File: src/rtl/wb_write_queue.sv
// Write-back queue in front of the 16x32 register file: buffers load/ALU writes in order,
// drains one per cycle onto the RF write port and forwards pending data to two operand queries.
module wb_write_queue #(
  parameter int DEPTH  = 4,
  parameter int DATA_W = 32
) (
  input  logic                     clk,
  input  logic                     rst_n,
  input  logic                     ld_valid,
  output logic                     ld_ready,
  input  logic [3:0]               ld_addr,
  input  logic [DATA_W-1:0]        ld_data,
  input  logic                     alu_valid,
  output logic                     alu_ready,
  input  logic [3:0]               alu_addr,
  input  logic [DATA_W-1:0]        alu_data,
  output logic                     rf_we,
  output logic [3:0]               rf_addr,
  output logic [DATA_W-1:0]        rf_data,
  input  logic [3:0]               qa,
  input  logic [3:0]               qb,
  output logic                     hita,
  output logic                     hitb,
  output logic [DATA_W-1:0]        fwda,
  output logic [DATA_W-1:0]        fwdb,
  output logic [$clog2(DEPTH):0]   count,
  output logic                     full,
  output logic                     empty
);

  localparam int AW = $clog2(DEPTH);
  localparam int CW = AW + 1;

  logic [3:0]        addr_mem_r [DEPTH];
  logic [DATA_W-1:0] data_mem_r [DEPTH];
  logic [AW-1:0]     head_r;
  logic [AW-1:0]     tail_r;
  logic [CW-1:0]     count_r;
  logic              full_r;
  logic              empty_r;
  logic              rf_we_r;
  logic [3:0]        rf_addr_r;
  logic [DATA_W-1:0] rf_data_r;

  logic [CW-1:0]     free_s;
  logic              ld_ready_s;
  logic              alu_ready_s;
  logic              ld_acc_s;
  logic              alu_acc_s;
  logic              pop_s;
  logic [AW-1:0]     alu_idx_s;
  logic [CW-1:0]     count_nx_s;
  logic              hita_s;
  logic              hitb_s;
  logic [DATA_W-1:0] fwda_s;
  logic [DATA_W-1:0] fwdb_s;

  // Admission control from the registered occupancy only; a same-cycle pop never frees a slot.
  always_comb begin
    free_s      = CW'(DEPTH) - count_r;
    ld_ready_s  = 1'b0;
    alu_ready_s = 1'b0;
    if (rst_n) begin
      ld_ready_s  = (free_s >= CW'(1));
      alu_ready_s = (free_s >= CW'(2)) || ((free_s == CW'(1)) && !ld_valid);
    end else begin
      ld_ready_s  = 1'b0;
      alu_ready_s = 1'b0;
    end
    ld_acc_s   = ld_valid && ld_ready_s;
    alu_acc_s  = alu_valid && alu_ready_s;
    pop_s      = rst_n && (count_r != CW'(0));
    alu_idx_s  = tail_r + AW'(ld_acc_s);
    count_nx_s = count_r + CW'(ld_acc_s) + CW'(alu_acc_s) - CW'(pop_s);
  end

  // Forwarding: RF stage is the oldest candidate, then queue entries head..tail-1 so the youngest wins.
  always_comb begin
    hita_s = 1'b0;
    hitb_s = 1'b0;
    fwda_s = '0;
    fwdb_s = '0;
    if (rf_we_r && (rf_addr_r == qa)) begin
      hita_s = 1'b1;
      fwda_s = rf_data_r;
    end else begin
      hita_s = 1'b0;
    end
    if (rf_we_r && (rf_addr_r == qb)) begin
      hitb_s = 1'b1;
      fwdb_s = rf_data_r;
    end else begin
      hitb_s = 1'b0;
    end
    for (int i = 0; i < DEPTH; i++) begin
      logic [AW-1:0] idx;
      logic          live;
      idx  = head_r + AW'(i);
      live = (CW'(i) < count_r);
      if (live && (addr_mem_r[idx] == qa)) begin
        hita_s = 1'b1;
        fwda_s = data_mem_r[idx];
      end else begin
        hita_s = hita_s;
      end
      if (live && (addr_mem_r[idx] == qb)) begin
        hitb_s = 1'b1;
        fwdb_s = data_mem_r[idx];
      end else begin
        hitb_s = hitb_s;
      end
    end
    if (!rst_n) begin
      hita_s = 1'b0;
      hitb_s = 1'b0;
      fwda_s = '0;
      fwdb_s = '0;
    end else begin
      hita_s = hita_s;
    end
  end

  // Entry storage; the load is the older instruction and takes the tail slot.
  always_ff @(posedge clk) begin
    if (ld_acc_s) begin
      addr_mem_r[tail_r] <= ld_addr;
      data_mem_r[tail_r] <= ld_data;
    end
    if (alu_acc_s) begin
      addr_mem_r[alu_idx_s] <= alu_addr;
      data_mem_r[alu_idx_s] <= alu_data;
    end
  end

  // Pointers, occupancy and the registered RF write port.
  always_ff @(posedge clk) begin
    if (!rst_n) begin
      head_r    <= '0;
      tail_r    <= '0;
      count_r   <= '0;
      full_r    <= 1'b0;
      empty_r   <= 1'b1;
      rf_we_r   <= 1'b0;
      rf_addr_r <= 4'd0;
      rf_data_r <= '0;
    end else begin
      tail_r  <= tail_r + AW'(ld_acc_s) + AW'(alu_acc_s);
      count_r <= count_nx_s;
      full_r  <= (count_nx_s == CW'(DEPTH));
      empty_r <= (count_nx_s == CW'(0));
      if (pop_s) begin
        rf_we_r   <= 1'b1;
        rf_addr_r <= addr_mem_r[head_r];
        rf_data_r <= data_mem_r[head_r];
        head_r    <= head_r + AW'(1);
      end else begin
        rf_we_r   <= 1'b0;
      end
    end
  end

  assign ld_ready  = ld_ready_s;
  assign alu_ready = alu_ready_s;
  assign hita      = hita_s;
  assign hitb      = hitb_s;
  assign fwda      = fwda_s;
  assign fwdb      = fwdb_s;
  assign rf_we     = rf_we_r;
  assign rf_addr   = rf_addr_r;
  assign rf_data   = rf_data_r;
  assign count     = count_r;
  assign full      = full_r;
  assign empty     = empty_r;

  wb_write_queue_chk #(.DEPTH(DEPTH)) u_chk (
    .clk       (clk),
    .rst_n     (rst_n),
    .ld_valid  (ld_valid),
    .ld_ready  (ld_ready_s),
    .alu_valid (alu_valid),
    .alu_ready (alu_ready_s),
    .count     (count_r),
    .full      (full_r),
    .empty     (empty_r)
  );

endmodule

// Occupancy and admission invariants of the write-back queue.
module wb_write_queue_chk #(
  parameter int DEPTH = 4
) (
  input logic                   clk,
  input logic                   rst_n,
  input logic                   ld_valid,
  input logic                   ld_ready,
  input logic                   alu_valid,
  input logic                   alu_ready,
  input logic [$clog2(DEPTH):0] count,
  input logic                   full,
  input logic                   empty
);

  localparam int CW = $clog2(DEPTH) + 1;

  a_count_bound : assert property (@(posedge clk) disable iff (!rst_n)
    count <= CW'(DEPTH));

  a_full_flag : assert property (@(posedge clk) disable iff (!rst_n)
    full == (count == CW'(DEPTH)));

  a_empty_flag : assert property (@(posedge clk) disable iff (!rst_n)
    empty == (count == CW'(0)));

  a_ld_room : assert property (@(posedge clk) disable iff (!rst_n)
    ld_ready |-> (count < CW'(DEPTH)));

  a_dual_room : assert property (@(posedge clk) disable iff (!rst_n)
    (ld_valid && ld_ready && alu_valid && alu_ready) |-> (count + CW'(2) <= CW'(DEPTH)));

endmodule

File: config.mk
export PLATFORM = sky130hd
export DESIGN_NAME = wb_write_queue
export DESIGN_NICKNAME = d
export VERILOG_FILES = /design/src/rtl/wb_write_queue.sv
export SDC_FILE = /design/constraint.sdc
export NUM_CORES = 1
export LEC_CHECK = 0
export BUFFER_PORTS_ARGS = -buffer_cell sky130_fd_sc_hd__buf_2
export CAP_MARGIN = 10
export CORE_ASPECT_RATIO = 1.4
export CORE_MARGIN = 5
export CORE_UTILIZATION = 45
export CTS_CLUSTER_SIZE = 10
export DETAILED_ROUTE_END_ITERATION = 10
export SYNTH_ARGS = -nofsm -noshare
export SYNTH_HDL_FRONTEND = slang
export SYNTH_SLANG_ARGS = --single-unit
File: constraint.sdc
create_clock -name clk -period 4.99 [get_ports clk]
set_input_delay 0.499 -clock clk [delete_from_list [all_inputs] [get_ports clk]]
set_output_delay 0.499 -clock clk [all_outputs]
set_load 0.02 [all_outputs]
==> out/qor.yml <==
period_share: 0.943
tritoncts_clock_tree: "yes"
drt_drc_violations_left: 0
core_um2: 33300
ys_dominant_reg_cell: "sky130_fd_sc_hd__edfxtp_1"
grt_overflow: 0
placed_wire_length_estimate_um: 34000
die_height_um: 228
dieWidth_um: 165
number_of_buffers_added_for_setup_after_cts: 0
final_standard_cell_utilization_of_the_core: 0.515
grt.total_usage: 0.283
drive_gt1_frac: 0.368
tritoncts.num_buffers: 17
asyncSetResetFlopFracSynth: 0
clock-sinks: 192
worst-r2r-cell-count: 12
hold_depth: 2
yosys.cell_count.top_type: "sky130_fd_sc_hd__mux2_2"
power.ir.vdd_worst_mv: 0.353
hold_end: "data_mem_r[0][11]$_DFFE_PP_"
report.power.total_mw: 10.1
startpoint_type: "flip-flop"
yosys_warnings: 0
mappedNetlistNets: 1481
stdcell_area_um2: 17200
yosys.area.top_type: "sky130_fd_sc_hd__edfxtp_1"
antenna_found_initial: 2
cts_buffer_depth: 2
required_ns: 4.49
yosys_register_bits: 192
areaGrowthSynthToFinish_pct: 12.9
pin_count: 194
fin_nets: 1584
skew_ns: 0.0106
start_point_of_the_worst_hold_path: "ld_data[11]"
post_synth.cell_area_avg_um2: 11.0
gpl.final_weighted_congestion: 0.874
cts.repair.resized: 0
fp.dieArea_um2: 37600
cts.htree.levels: 4
startpoint_to_endpoint_class_of_the_critical_path: "reg2out"
ys_top_cells_by_area: "sky130_fd_sc_hd__edfxtp_1 28%, sky130_fd_sc_hd__mux2_2 13%, sky130_fd_sc_hd__mux4_2 12%"
crit_arrival_ns: 4.20
dpl-instance-area_um2: 16500
hold_viol: 0
outcome: "finished, final reports clean"
fin_setup_tns_ns: 0
io_buffers: 193
ctsRootBufferMaster: "sky130_fd_sc_hd__clkbuf_16"
drt_pre_antenna_iters: 5
max_slew.worst_pin.slew_ns: 1.26
clock_latency_late_sink_ns: 0.47
wl_per_cell_um: 27.5
power-per-cell-area_nw_per_um2: 588
synth-edff-count: 144
grt_setup_unrepaired: "false"
detail_route.iter0.violations: 1115
critical_path_peak_fanout: 33
worst-r2r-setup-slack_ns: 0.98
netlist_instances: 1386
route.vias.total: 13000
grt_pass1_wl_um: 79800
mappedNetlistArea_um2: 15200
rr_endpoint: "data_mem_r[2][15]$_DFFE_PP_"
remaining_antenna_violation_count: 0
pin_count_of_the_biggest_net_entering_global_routing: 67
pre_cts_ws_ns: 0.772
row_count: 79
clk_pin_slew_worst_paths_ns: 0.08
post_cts_hold_buffer_count: 0
r2r-start: "count[0]$_SDFF_PN0_"
number_of_global_route_vias_before_repair: 13100
cellLeakagePower_nw: 6.41
start_util: 0.457
layout.filler_cells: 3002
seq_area_frac_synth: 0.348
maxCapViolations: 0
detail_route.wirelength_um: 53500
fmaxAchievable_mhz: 213
critical_path.endpoint_type: "output port"
yosys-top-cells-count: "172 x sky130_fd_sc_hd__mux2_2, 144 x sky130_fd_sc_hd__edfxtp_1, 92 x sky130_fd_sc_hd__a21oi_1, 92 x sky130_fd_sc_hd__clkbuf_1, 80 x sky130_fd_sc_hd__mux4_2"
final-setup-viol-count: 0
max_slew_margin: 0.158
post_synth_num_cell_types: 57
period_minus_slack_ns: 4.70
report.final.slew_viol_count: 0
yosysTopAreaCellShare: 0.284
min_path_type: "in2reg"
timing.final.ws_setup_ns: 0.287
viasPerCell: 6.68
-- power breakdown --
part | leakage (nW) | internal [mW] | switching [mW] | total [mW]
registers | 1.71 | 2.23 | 0.448 | 2.68
logic | 4.38 | 2.21 | 3.62 | 5.84
clock network | 0.315 | 0.901 | 0.673 | 1.57
-- state kept, by name (all words and copies together), names as in the netlist, named ones only --
name,count
data_mem_r,128
rf_data,32
addr_mem_r,16
rf_addr,4
count,3
head_r,2
tail_r,2
empty,1
full,1
rf_we,1
-- cells in the final DEF, fill, tap and decap left out, types with 34 or more instances in the layout --
cell type / synthesis / routed
sky130_fd_sc_hd__nand3_1: 45 / 42
sky130_fd_sc_hd__nor2_1: 58 / 57
sky130_fd_sc_hd__mux4_2: 80 / 80
sky130_fd_sc_hd__mux2_2: 172 / 172
sky130_fd_sc_hd__o21ai_0: 58 / 57
sky130_fd_sc_hd__buf_2: 25 / 192
sky130_fd_sc_hd__edfxtp_1: 144 / 144
sky130_fd_sc_hd__a211oi_1: 55 / 55
sky130_fd_sc_hd__buf_4: 10 / 36
sky130_fd_sc_hd__mux2i_1: 76 / 76
sky130_fd_sc_hd__dfxtp_1: 48 / 44
sky130_fd_sc_hd__nor2b_1: 41 / 41
sky130_fd_sc_hd__nand2b_1: 34 / 34
sky130_fd_sc_hd__a21oi_1: 92 / 92
sky130_fd_sc_hd__nand2_1: 47 / 45
-- cell families after synthesis --
family,Yosys count,synth area share
AO/OA/AOI/OAI,394,0.184
AND/OR/NAND/NOR,261,0.0899
XOR/XNOR,44,0.0253
adder cells (fa/ha/maj),11,0.0100
multiplexers,328,0.296
buffers and inverters,156,0.0470
flip-flops,192,0.348
-- worst max path at each step --
stage,startpoint,to,slack [ns],cells past startpoint
floorplan,count[0]$_SDFF_PN0_,addr_mem_r[1][0]$_DFFE_PP_,0.19,9
global placement,head_r[0]$_SDFFE_PN0P_,fwdb[0],0.87,8
detailed placement,head_r[0]$_SDFFE_PN0P_,fwdb[0],0.77,8
CTS,head_r[0]$_SDFFE_PN0P_,fwdb[0],0.27,8
global route,head_r[0]$_SDFFE_PN0P_,fwda[9],0.03,9
finish,head_r[0]$_SDFFE_PN0P_,fwdb[0],0.29,8
-- metrics by stage --
step / hold slack [ns] / instances
CTS: 0.355 / 1947
finish: 0.373 / 1948
floorplan: 0.619 / 1386
detailed placement: 0.562 / 1915
global route: 0.364 / 1947
global placement: 0.549 / 1915
-- layout make-up --
cell class,count,area [µm²],share of cell area
Inverter,9,33.8,0.00197
Clock inverter,11,175,0.0102
Timing Repair Buffer,231,1290,0.0752
Clock buffer,21,482,0.0281
Antenna cell,1,2.50,0.000146
Multi-Input combinational cell,1038,9330,0.543
Tap cell,445,557,0.0324
Sequential cell,192,5300,0.309
-- worst max-delay path: stages (launching register included) --
cell,delay (ns)
sky130_fd_sc_hd__dfxtp_4,0.47
sky130_fd_sc_hd__buf_4,0.49
sky130_fd_sc_hd__mux4_2,0.65
sky130_fd_sc_hd__xnor2_1,0.29
sky130_fd_sc_hd__o211ai_4,0.17
sky130_fd_sc_hd__o2bb2ai_4,0.99
sky130_fd_sc_hd__a21oi_1,0.08
sky130_fd_sc_hd__o311a_1,0.40
sky130_fd_sc_hd__buf_2,0.18
-- metal layers --
metal	wire, µm	GRT usage
met3	4080	0.0462
met2	27100	0.488
met5	13	0
met1	19800	0.340
met4	2540	0.141
(Power assumes the default switching activity.)
